--- config.mk ---
export PLATFORM = sky130hd
export DESIGN_NAME = vending_machine_param
export DESIGN_NICKNAME = d
export VERILOG_FILES = /design/src/rtl/vending_machine_param.sv
export SDC_FILE = /design/constraint.sdc
export NUM_CORES = 1
export LEC_CHECK = 0
export BUFFER_PORTS_ARGS = -buffer_cell sky130_fd_sc_hd__buf_2
export CORE_AREA = 4 4 47 49
export DETAILED_ROUTE_END_ITERATION = 7
export DIE_AREA = 0 0 51 53
export GPL_ROUTABILITY_DRIVEN = 0
export GPL_TIMING_DRIVEN = 0
export PLACE_DENSITY_LB_ADDON = 0.15
export SLEW_MARGIN = 15
export SYNTH_ARGS = -nofsm -noshare
export SYNTH_HDL_FRONTEND = slang
export SYNTH_SLANG_ARGS = --single-unit
--- constraint.sdc ---
create_clock -name clk -period 2.4 [get_ports clk]
set_input_delay 0.24 -clock clk [delete_from_list [all_inputs] [get_ports clk]]
set_output_delay 0.24 -clock clk [all_outputs]
set_load 0.01 [all_outputs]
--- src/rtl/vending_machine_param.sv ---
// rtl/vending_machine_param.sv - parameterised coin-operated vending controller with change return
module vending_machine_param #(
    parameter int PRICE_UNITS = 3,
    parameter int CREDIT_W    = 4
) (
    input  logic                clk,
    input  logic                reset,
    input  logic [1:0]          coin,
    input  logic                cancel,
    input  logic                change_ack,
    output logic                dispense,
    output logic                change_valid,
    output logic [1:0]          change_coin,
    output logic                coin_reject,
    output logic [CREDIT_W-1:0] credit,
    output logic                busy
);

    typedef enum logic [1:0] {
        COLLECT = 2'd0,
        VEND    = 2'd1,
        CHANGE  = 2'd2
    } state_t;

    localparam logic [CREDIT_W-1:0] PRICE     = CREDIT_W'(PRICE_UNITS);
    localparam logic [CREDIT_W-1:0] ONE_UNIT  = CREDIT_W'(1);
    localparam logic [CREDIT_W-1:0] TWO_UNITS = CREDIT_W'(2);
    localparam logic [CREDIT_W-1:0] ZERO      = '0;

    state_t              state;
    state_t              state_next;
    logic [CREDIT_W-1:0] credit_q;
    logic [CREDIT_W-1:0] credit_next;
    logic                reject_q;
    logic                reject_next;
    logic [CREDIT_W-1:0] coin_units;
    logic [CREDIT_W-1:0] credit_sum;
    logic [CREDIT_W-1:0] offer_units;
    logic                coin_present;

    // Decode the inserted coin into 5-rupee units.
    always_comb begin
        coin_units = ZERO;
        case (coin)
            2'b01:   coin_units = CREDIT_W'(1);
            2'b10:   coin_units = CREDIT_W'(2);
            2'b11:   coin_units = CREDIT_W'(4);
            default: coin_units = ZERO;
        endcase
    end

    assign coin_present = (coin != 2'b00);
    assign credit_sum   = credit_q + coin_units;
    // Largest coin the hopper can pay out without overshooting the remaining credit.
    assign offer_units  = (credit_q >= TWO_UNITS) ? TWO_UNITS : ONE_UNIT;

    // State, credit and reject-pulse registers; reset beats every other input.
    always_ff @(posedge clk) begin
        if (reset) begin
            state    <= COLLECT;
            credit_q <= ZERO;
            reject_q <= 1'b0;
        end else begin
            state    <= state_next;
            credit_q <= credit_next;
            reject_q <= reject_next;
        end
    end

    // Next-state and credit arithmetic for collecting, vending and paying change.
    always_comb begin
        state_next  = state;
        credit_next = credit_q;
        reject_next = 1'b0;
        case (state)
            COLLECT: begin
                if (cancel) begin
                    // A coin arriving together with cancel is handed straight back.
                    reject_next = coin_present;
                    if (credit_q != ZERO) begin
                        state_next = CHANGE;
                    end
                end else if (coin_present) begin
                    credit_next = credit_sum;
                    if (credit_sum >= PRICE) begin
                        state_next = VEND;
                    end
                end
            end
            VEND: begin
                reject_next = coin_present;
                credit_next = credit_q - PRICE;
                if (credit_q != PRICE) begin
                    state_next = CHANGE;
                end else begin
                    state_next = COLLECT;
                end
            end
            CHANGE: begin
                reject_next = coin_present;
                if (change_ack) begin
                    credit_next = credit_q - offer_units;
                    if (credit_q == offer_units) begin
                        state_next = COLLECT;
                    end
                end
            end
            default: begin
                state_next  = COLLECT;
                credit_next = ZERO;
            end
        endcase
    end

    // Outputs decode only registered state, so no input reaches an output combinationally.
    always_comb begin
        dispense     = (state == VEND);
        change_valid = (state == CHANGE);
        change_coin  = 2'b00;
        if (state == CHANGE) begin
            change_coin = (credit_q >= TWO_UNITS) ? 2'b10 : 2'b01;
        end
        busy        = (state != COLLECT);
        coin_reject = reject_q;
        credit      = credit_q;
    end

endmodule
==> results.sh, run 1 <==
export IMPL_clock_latency_ns=0.25
export IMPL_pin_count=16
export IMPL_syn_to_final_growth_pct=26.6
export IMPL_numCtsBuffers=3
export IMPL_start_util_pct=41.0
export IMPL_p_switching_uw=732
export IMPL_r2r_cells=9
export IMPL_min_path_type="in2reg"
export IMPL_rsz0062_at_grt="true"
export IMPL_first_pass_iters=4
export IMPL_finalHoldViolCount=0
export IMPL_grt_use_total_pct=15.8
export IMPL_synth_flop_cell="dfxtp_1"
export IMPL_critical_path_class="reg2reg"
export IMPL_detailed_place_hpwl_um=1450
export IMPL_clock_sinks=7
export IMPL_whs_path_depth=3
export IMPL_clockBufferDepth=2
export IMPL_rows=16
export IMPL_synth_warnings=0
export IMPL_min_from="cancel"
export IMPL_yosysSeqAreaShare_pct=18.4
export IMPL_synthTopCellsByArea="ha_1 (20%), dfxtp_1 (18%), a21oi_1 (5.2%)"
export IMPL_clkTransAtPathRegs_ns=0.05
export IMPL_syn_area_um2=763
export IMPL_placed_area_um2=873
export IMPL_antenna_found_initial=0
export IMPL_dp_cells=133
export IMPL_grt_pass1_vias=717
export IMPL_hold_path_end="coin_reject"
export IMPL_power_density_mw_per_mm2=1570
export IMPL_nFillCells=195
export IMPL_routed_wl_um=1840
export IMPL_finalCritPeriodShare_pct=99.8
export IMPL_synth_area_leader_cell="ha_1"
export IMPL_p_sw_share_pct=48.4
export IMPL_seqCellArea_um2=149
export IMPL_root_buffer="clkbuf_4"
export IMPL_die_y_um=53
export IMPL_avgSynthCellArea_um2=8.30
export IMPL_cts_hold_buffers=0
export IMPL_clock_fmax_mhz=418
export IMPL_max_cap_viol_count=0
export IMPL_status="completed"
export IMPL_arrival_ns=2.57
export IMPL_final_area_um2=966
export IMPL_rr_endpoint="credit[1]"
export IMPL_setup_viol=0
export IMPL_core_area_mm2=0.00186
export IMPL_drc=0
export IMPL_grt_max_degree=11
export IMPL_htreeDepth=1
export IMPL_synth_distinct_cells=36
export IMPL_ant_nets=0
export IMPL_vias=732
export IMPL_die_area_mm2=0.00270
export IMPL_nets=134
export IMPL_power_leakage_uw=0.000435
export IMPL_ir_worst_vdd_mv=0.555
export IMPL_setup_tns_ns=0
export IMPL_cts_tree="yes"
export IMPL_critPathLaunchType="flip-flop"
export IMPL_netlist_instances=92
export IMPL_synth_most_common_cell="ha_1"
export IMPL_vias_per_cell=5.23
export IMPL_synth_top_area_share_pct=19.7
export IMPL_io_buffers=14
export IMPL_post_route_min_period_ns=2.39
export IMPL_internal_power_uw=781
export IMPL_synth_edf_count=0
export IMPL_synthTopCellsByCount="ha_1 (12), inv_1 (10), a21oi_1 (8), dfxtp_1 (7), nand2_1 (7)"
export IMPL_diodes=0
export IMPL_relSlewSlack_pct=66.6
export IMPL_ys_ff_latch=7
export IMPL_multi_input_area_um2=612
export IMPL_syn_num_nets=112
export IMPL_grt_pass1_wl_um=3180
export IMPL_cp_max_fo=5
export IMPL_drtIter0Drc=10
export IMPL_cp_end_kind="flip-flop"
export IMPL_r2r_start="credit[0]"
export IMPL_worst_pin_slew_ns=0.497
export IMPL_drt_wirelength_per_cell_um=13.1
export IMPL_maxSlewViolCount=0
export IMPL_async_flop_share_pct=0
export IMPL_drive_gt1_share_pct=31.0
export IMPL_grt_ovfl_total=0
export IMPL_p_comb_share_pct=76.2
export IMPL_die_x_um=51
export IMPL_clkPwrFrac_pct=6.9
export IMPL_p_seq_share_pct=16.9
export IMPL_fin_skew_ns=0.00155
export IMPL_fin_cells=140
export IMPL_required_ns=2.57
export IMPL_r2r_setup_slack_ns=0.006
routing by layer:
| metal | part of all wire (%) | track usage (%) | vias to the layer above |
|---|---|---|---|
| met1 | 48 | 19.7 | 336 |
| met5 | 0 | 0 | - |
| met4 | 0 | 0 | 0 |
| met3 | 5.0 | 5.63 | 0 |
| li1 | - | - | 377 |
| met2 | 47 | 27.7 | 19 |
how the worst max path moves through the flow:
| stage | startpoint | end | slack (ns) | cells past startpoint |
|---|---|---|---|---|
| 4_1_cts | credit[0] | credit[1] | 0.02 | 9 |
| 5_1_grt | credit[0] | credit[1] | -0.11 | 9 |
| 3_5_place_dp | credit[0] | credit[1] | -0.13 | 9 |
| 3_3_place_gp | credit[0] | credit[1] | -0.10 | 9 |
| 6_report | credit[0] | credit[1] | 0.006 | 9 |
| 2_1_floorplan | credit[0] | credit[1] | 0.07 | 9 |
repair_timing:
action                     CTS  global route
setup endpoints to repair    3             4
hold endpoints to repair     0             0
buffers inserted             0             3
pin swaps                    0             6
resized for setup            2            12
state kept, by name, indices dropped and copies added (netlist names):
| name | flops |
|---|---|
| credit | 4 |
| state | 2 |
| coin_reject | 1 |
cell type report:
class / count / share of cell area, %
Tap cell: 27 / 3.50
Inverter: 10 / 4.15
Buffer: 3 / 1.30
Clock buffer: 4 / 2.72
Multi-Input combinational cell: 72 / 63.3
Sequential cell: 7 / 15.4
Timing Repair Buffer: 17 / 9.59
per-stage QoR:
| stage | hold slack [ns] | worst slack (ns) | util (%) | total power [µW] |
|---|---|---|---|---|
| after floorplan | 0.438 | 0.0697 | - | 973 |
| final | 0.349 | 0.00553 | 51.9 | 1510 |
| after detailed placement | 0.541 | -0.128 | 46.9 | 1250 |
| after CTS | 0.341 | 0.0167 | 48.9 | 1390 |
| after global routing | 0.395 | -0.113 | 51.9 | 1680 |
| after global placement | 0.537 | -0.105 | 46.9 | 1220 |
critical path: stages, from the launching register on:
cell     delay, ns
dfxtp_4       0.38
inv_4         0.05
ha_4          0.15
nor4_4        0.29
ha_2          0.26
fa_1          0.43
o22ai_1       0.18
a21oi_1       0.07
or3_4         0.39
a21oi_2       0.11
layout by cell type, fill, tap and decap left out, types with 2 or more instances in the layout:
| master | n |
|---|---|
| clkbuf_4 | 3 |
| a221oi_1 | 2 |
| dfxtp_1 | 4 |
| nor2_1 | 4 |
| or3_1 | 2 |
| inv_1 | 9 |
| dfxtp_4 | 2 |
| a21oi_1 | 7 |
| o21ai_1 | 2 |
| nand2b_1 | 3 |
| fa_1 | 2 |
| clkbuf_1 | 2 |
| buf_2 | 15 |
| nand2_1 | 7 |
| xor2_1 | 2 |
| buf_4 | 3 |
| o31ai_1 | 2 |
| or3_4 | 2 |
| o21ai_0 | 3 |
| nor2b_1 | 2 |
| ha_1 | 10 |
| or4_1 | 2 |
cell families after synthesis:
logic type,synth area share [%]
and+or+nand+nor,23.0
AOI/OAI and AO/OA,23.8
adders and majority gates,24.9
buffers and inverters,6.56
DFF,18.4
xor gates and xnor gates,3.44
power groups by stage:
stage,clock network [µW],logic [µW],registers [µW]
3_3_place_gp,0,988,236
4_1_cts,110,1040,240
2_1_floorplan,0,734,239
6_report,104,1150,256
3_5_place_dp,0,1010,236
5_1_grt,117,1300,267
Power figures use the tool's default switching activity.
==> inputs of run 2 (changes only) <==
==> constraint.sdc (replaced) <==
create_clock -name clk -period 3 [get_ports clk]
set_input_delay 0.3 -clock clk [delete_from_list [all_inputs] [get_ports clk]]
set_output_delay 0.3 -clock clk [all_outputs]
set_load 0.01 [all_outputs]
==> run 2 against run 1 <==
Design area is 7.5% lower; global-route usage is 0.94 points lower; clock skew is 0.00054 ns lower; final cell count is 2.1% lower; critical path depth stayed put; clock power is 21% lower; first-iteration DRC count is 50% lower.
==> results.sh, run 2 (synthesis results as in run 1) <==
export IMPL_status="completed"
export IMPL_maxSlewViolCount=0
export IMPL_die_x_um=51
export IMPL_cts_tree="yes"
export IMPL_required_ns=3.18
export IMPL_cts_hold_buffers=0
export IMPL_nets=131
export IMPL_whs_path_depth=3
export IMPL_r2r_cells=9
export IMPL_postCtsSetupBuffers=0
export IMPL_diodes=0
export IMPL_die_y_um=53
export IMPL_vias=719
export IMPL_drc=0
export IMPL_nFillCells=199
export IMPL_grt_use_total_pct=14.9
export IMPL_pin_count=16
export IMPL_drive_gt1_share_pct=20.9
export IMPL_setup_tns_ns=0
export IMPL_vias_per_cell=5.25
export IMPL_layout_commonest_cell="buf_2"
export IMPL_clockBufferDepth=2
export IMPL_worst_pin_slew_ns=0.639
export IMPL_clock_sinks=7
export IMPL_routed_wl_um=1730
export IMPL_detailed_place_hpwl_um=1420
export IMPL_first_pass_iters=4
export IMPL_numCtsBuffers=3
export IMPL_clkTransAtPathRegs_ns=0.05
export IMPL_finalCritPeriodShare_pct=91.9
export IMPL_cp_max_fo=6
export IMPL_finalPower_uw=1060
export IMPL_relSlewSlack_pct=57.0
export IMPL_min_path_type="in2reg"
export IMPL_drt_wirelength_per_cell_um=12.6
export IMPL_rows=16
export IMPL_post_route_min_period_ns=2.76
export IMPL_drtIter0Drc=5
export IMPL_r2r_start="credit[0]"
export IMPL_ir_worst_vdd_mv=0.563
export IMPL_core_area_mm2=0.00186
export IMPL_die_area_mm2=0.00270
export IMPL_power_density_mw_per_mm2=1190
export IMPL_io_buffers=14
export IMPL_rr_endpoint="credit[1]"
export IMPL_antenna_found_initial=0
export IMPL_grt_pass1_wl_um=3050
export IMPL_critPathLaunchType="flip-flop"
export IMPL_syn_to_final_growth_pct=17.0
export IMPL_grt_max_degree=11
export IMPL_rsz0062_at_grt="false"
export IMPL_max_cap_viol_count=0
export IMPL_finalHoldViolCount=0
export IMPL_htreeDepth=1
export IMPL_crit_start="credit[0]"
export IMPL_grt_ovfl_total=0
export IMPL_r2r_setup_slack_ns=0.24
export IMPL_grt_pass1_vias=710
export IMPL_cts_resized=0
export IMPL_largest_reg_flops=4
export IMPL_fin_skew_ns=0.00101
export IMPL_ant_nets=0
export IMPL_start_util_pct=41.0
export IMPL_power_leakage_uw=0.000412
export IMPL_cp_end_kind="flip-flop"
export IMPL_most_common_layout_cells="buf_2 (15), ha_1 (12), inv_1 (10)"
export IMPL_clock_latency_ns=0.24
export IMPL_endpoint="credit[1]"
export IMPL_root_buffer="clkbuf_4"
export IMPL_setup_viol=0
export IMPL_critical_path_class="reg2reg"
export IMPL_arrival_ns=2.93
export IMPL_clock_fmax_mhz=363
## run 2: changes by cell type in the layout (fill, tap and decap cells not counted), sizes merged
cell,before,now
buf,19,16
## run 2: stage by stage
stage / cell area, µm² / util [%] / hold WS [ns] / worst slack [ns] / cells
final: 893 / 48.0 / 0.418 / 0.242 / 137
after global routing: 893 / 48.0 / 0.428 / 0.0648 / 137
after CTS: 893 / 48.0 / 0.405 / 0.253 / 137
after detailed placement: 867 / 46.6 / 0.545 / 0.278 / 133
after global placement: 867 / 46.6 / 0.542 / 0.301 / 133
after floorplan: 763 / - / 0.498 / 0.526 / 92
## run 2: critical path: stages, from the launching register on
cell and delay [ns]:
dfxtp_1 0.44, inv_1 0.14, ha_1 0.21, nor4_1 0.49, ha_1 0.31, fa_1 0.42, o22ai_1 0.16, a21oi_1 0.06
or3_1 0.31, a21oi_1 0.14
## run 2: metal layers
metal	GRT usage [%]	share of wire, %	vias to the layer above	wire length, µm
met5	0	0	-	0
met4	0	0	0	0
met3	5.07	4.9	0	85
met1	18.0	47	333	814
met2	26.8	48	17	831
li1	-	-	369	-
## run 2: worst min path at each step
| stage | startpoint | to | slack, ns |
|---|---|---|---|
| floorplan | cancel | coin_reject | 0.50 |
| global placement | credit[0] | credit[0] | 0.54 |
| detailed placement | credit[0] | credit[0] | 0.54 |
| CTS | cancel | coin_reject | 0.41 |
| global route | cancel | coin_reject | 0.43 |
| finish | cancel | coin_reject | 0.42 |
## run 2: where the power goes
group / switching (µW) / total (µW) / internal [µW]
logic: 450 / 791 / 341
clock network: 32.0 / 82.6 / 50.6
registers: 50.5 / 185 / 134
total: 533 / 1060 / 526
## run 2: final cells by class
| cell class | count | area (µm²) | area share [%] |
|---|---|---|---|
| Buffer | 3 | 12.5 | 1.40 |
| Clock buffer | 4 | 26.3 | 2.94 |
| Inverter | 10 | 37.5 | 4.20 |
| Multi-Input combinational cell | 72 | 573 | 64.1 |
| Sequential cell | 7 | 140 | 15.7 |
| Tap cell | 27 | 33.8 | 3.78 |
| Timing Repair Buffer | 14 | 70.1 | 7.84 |
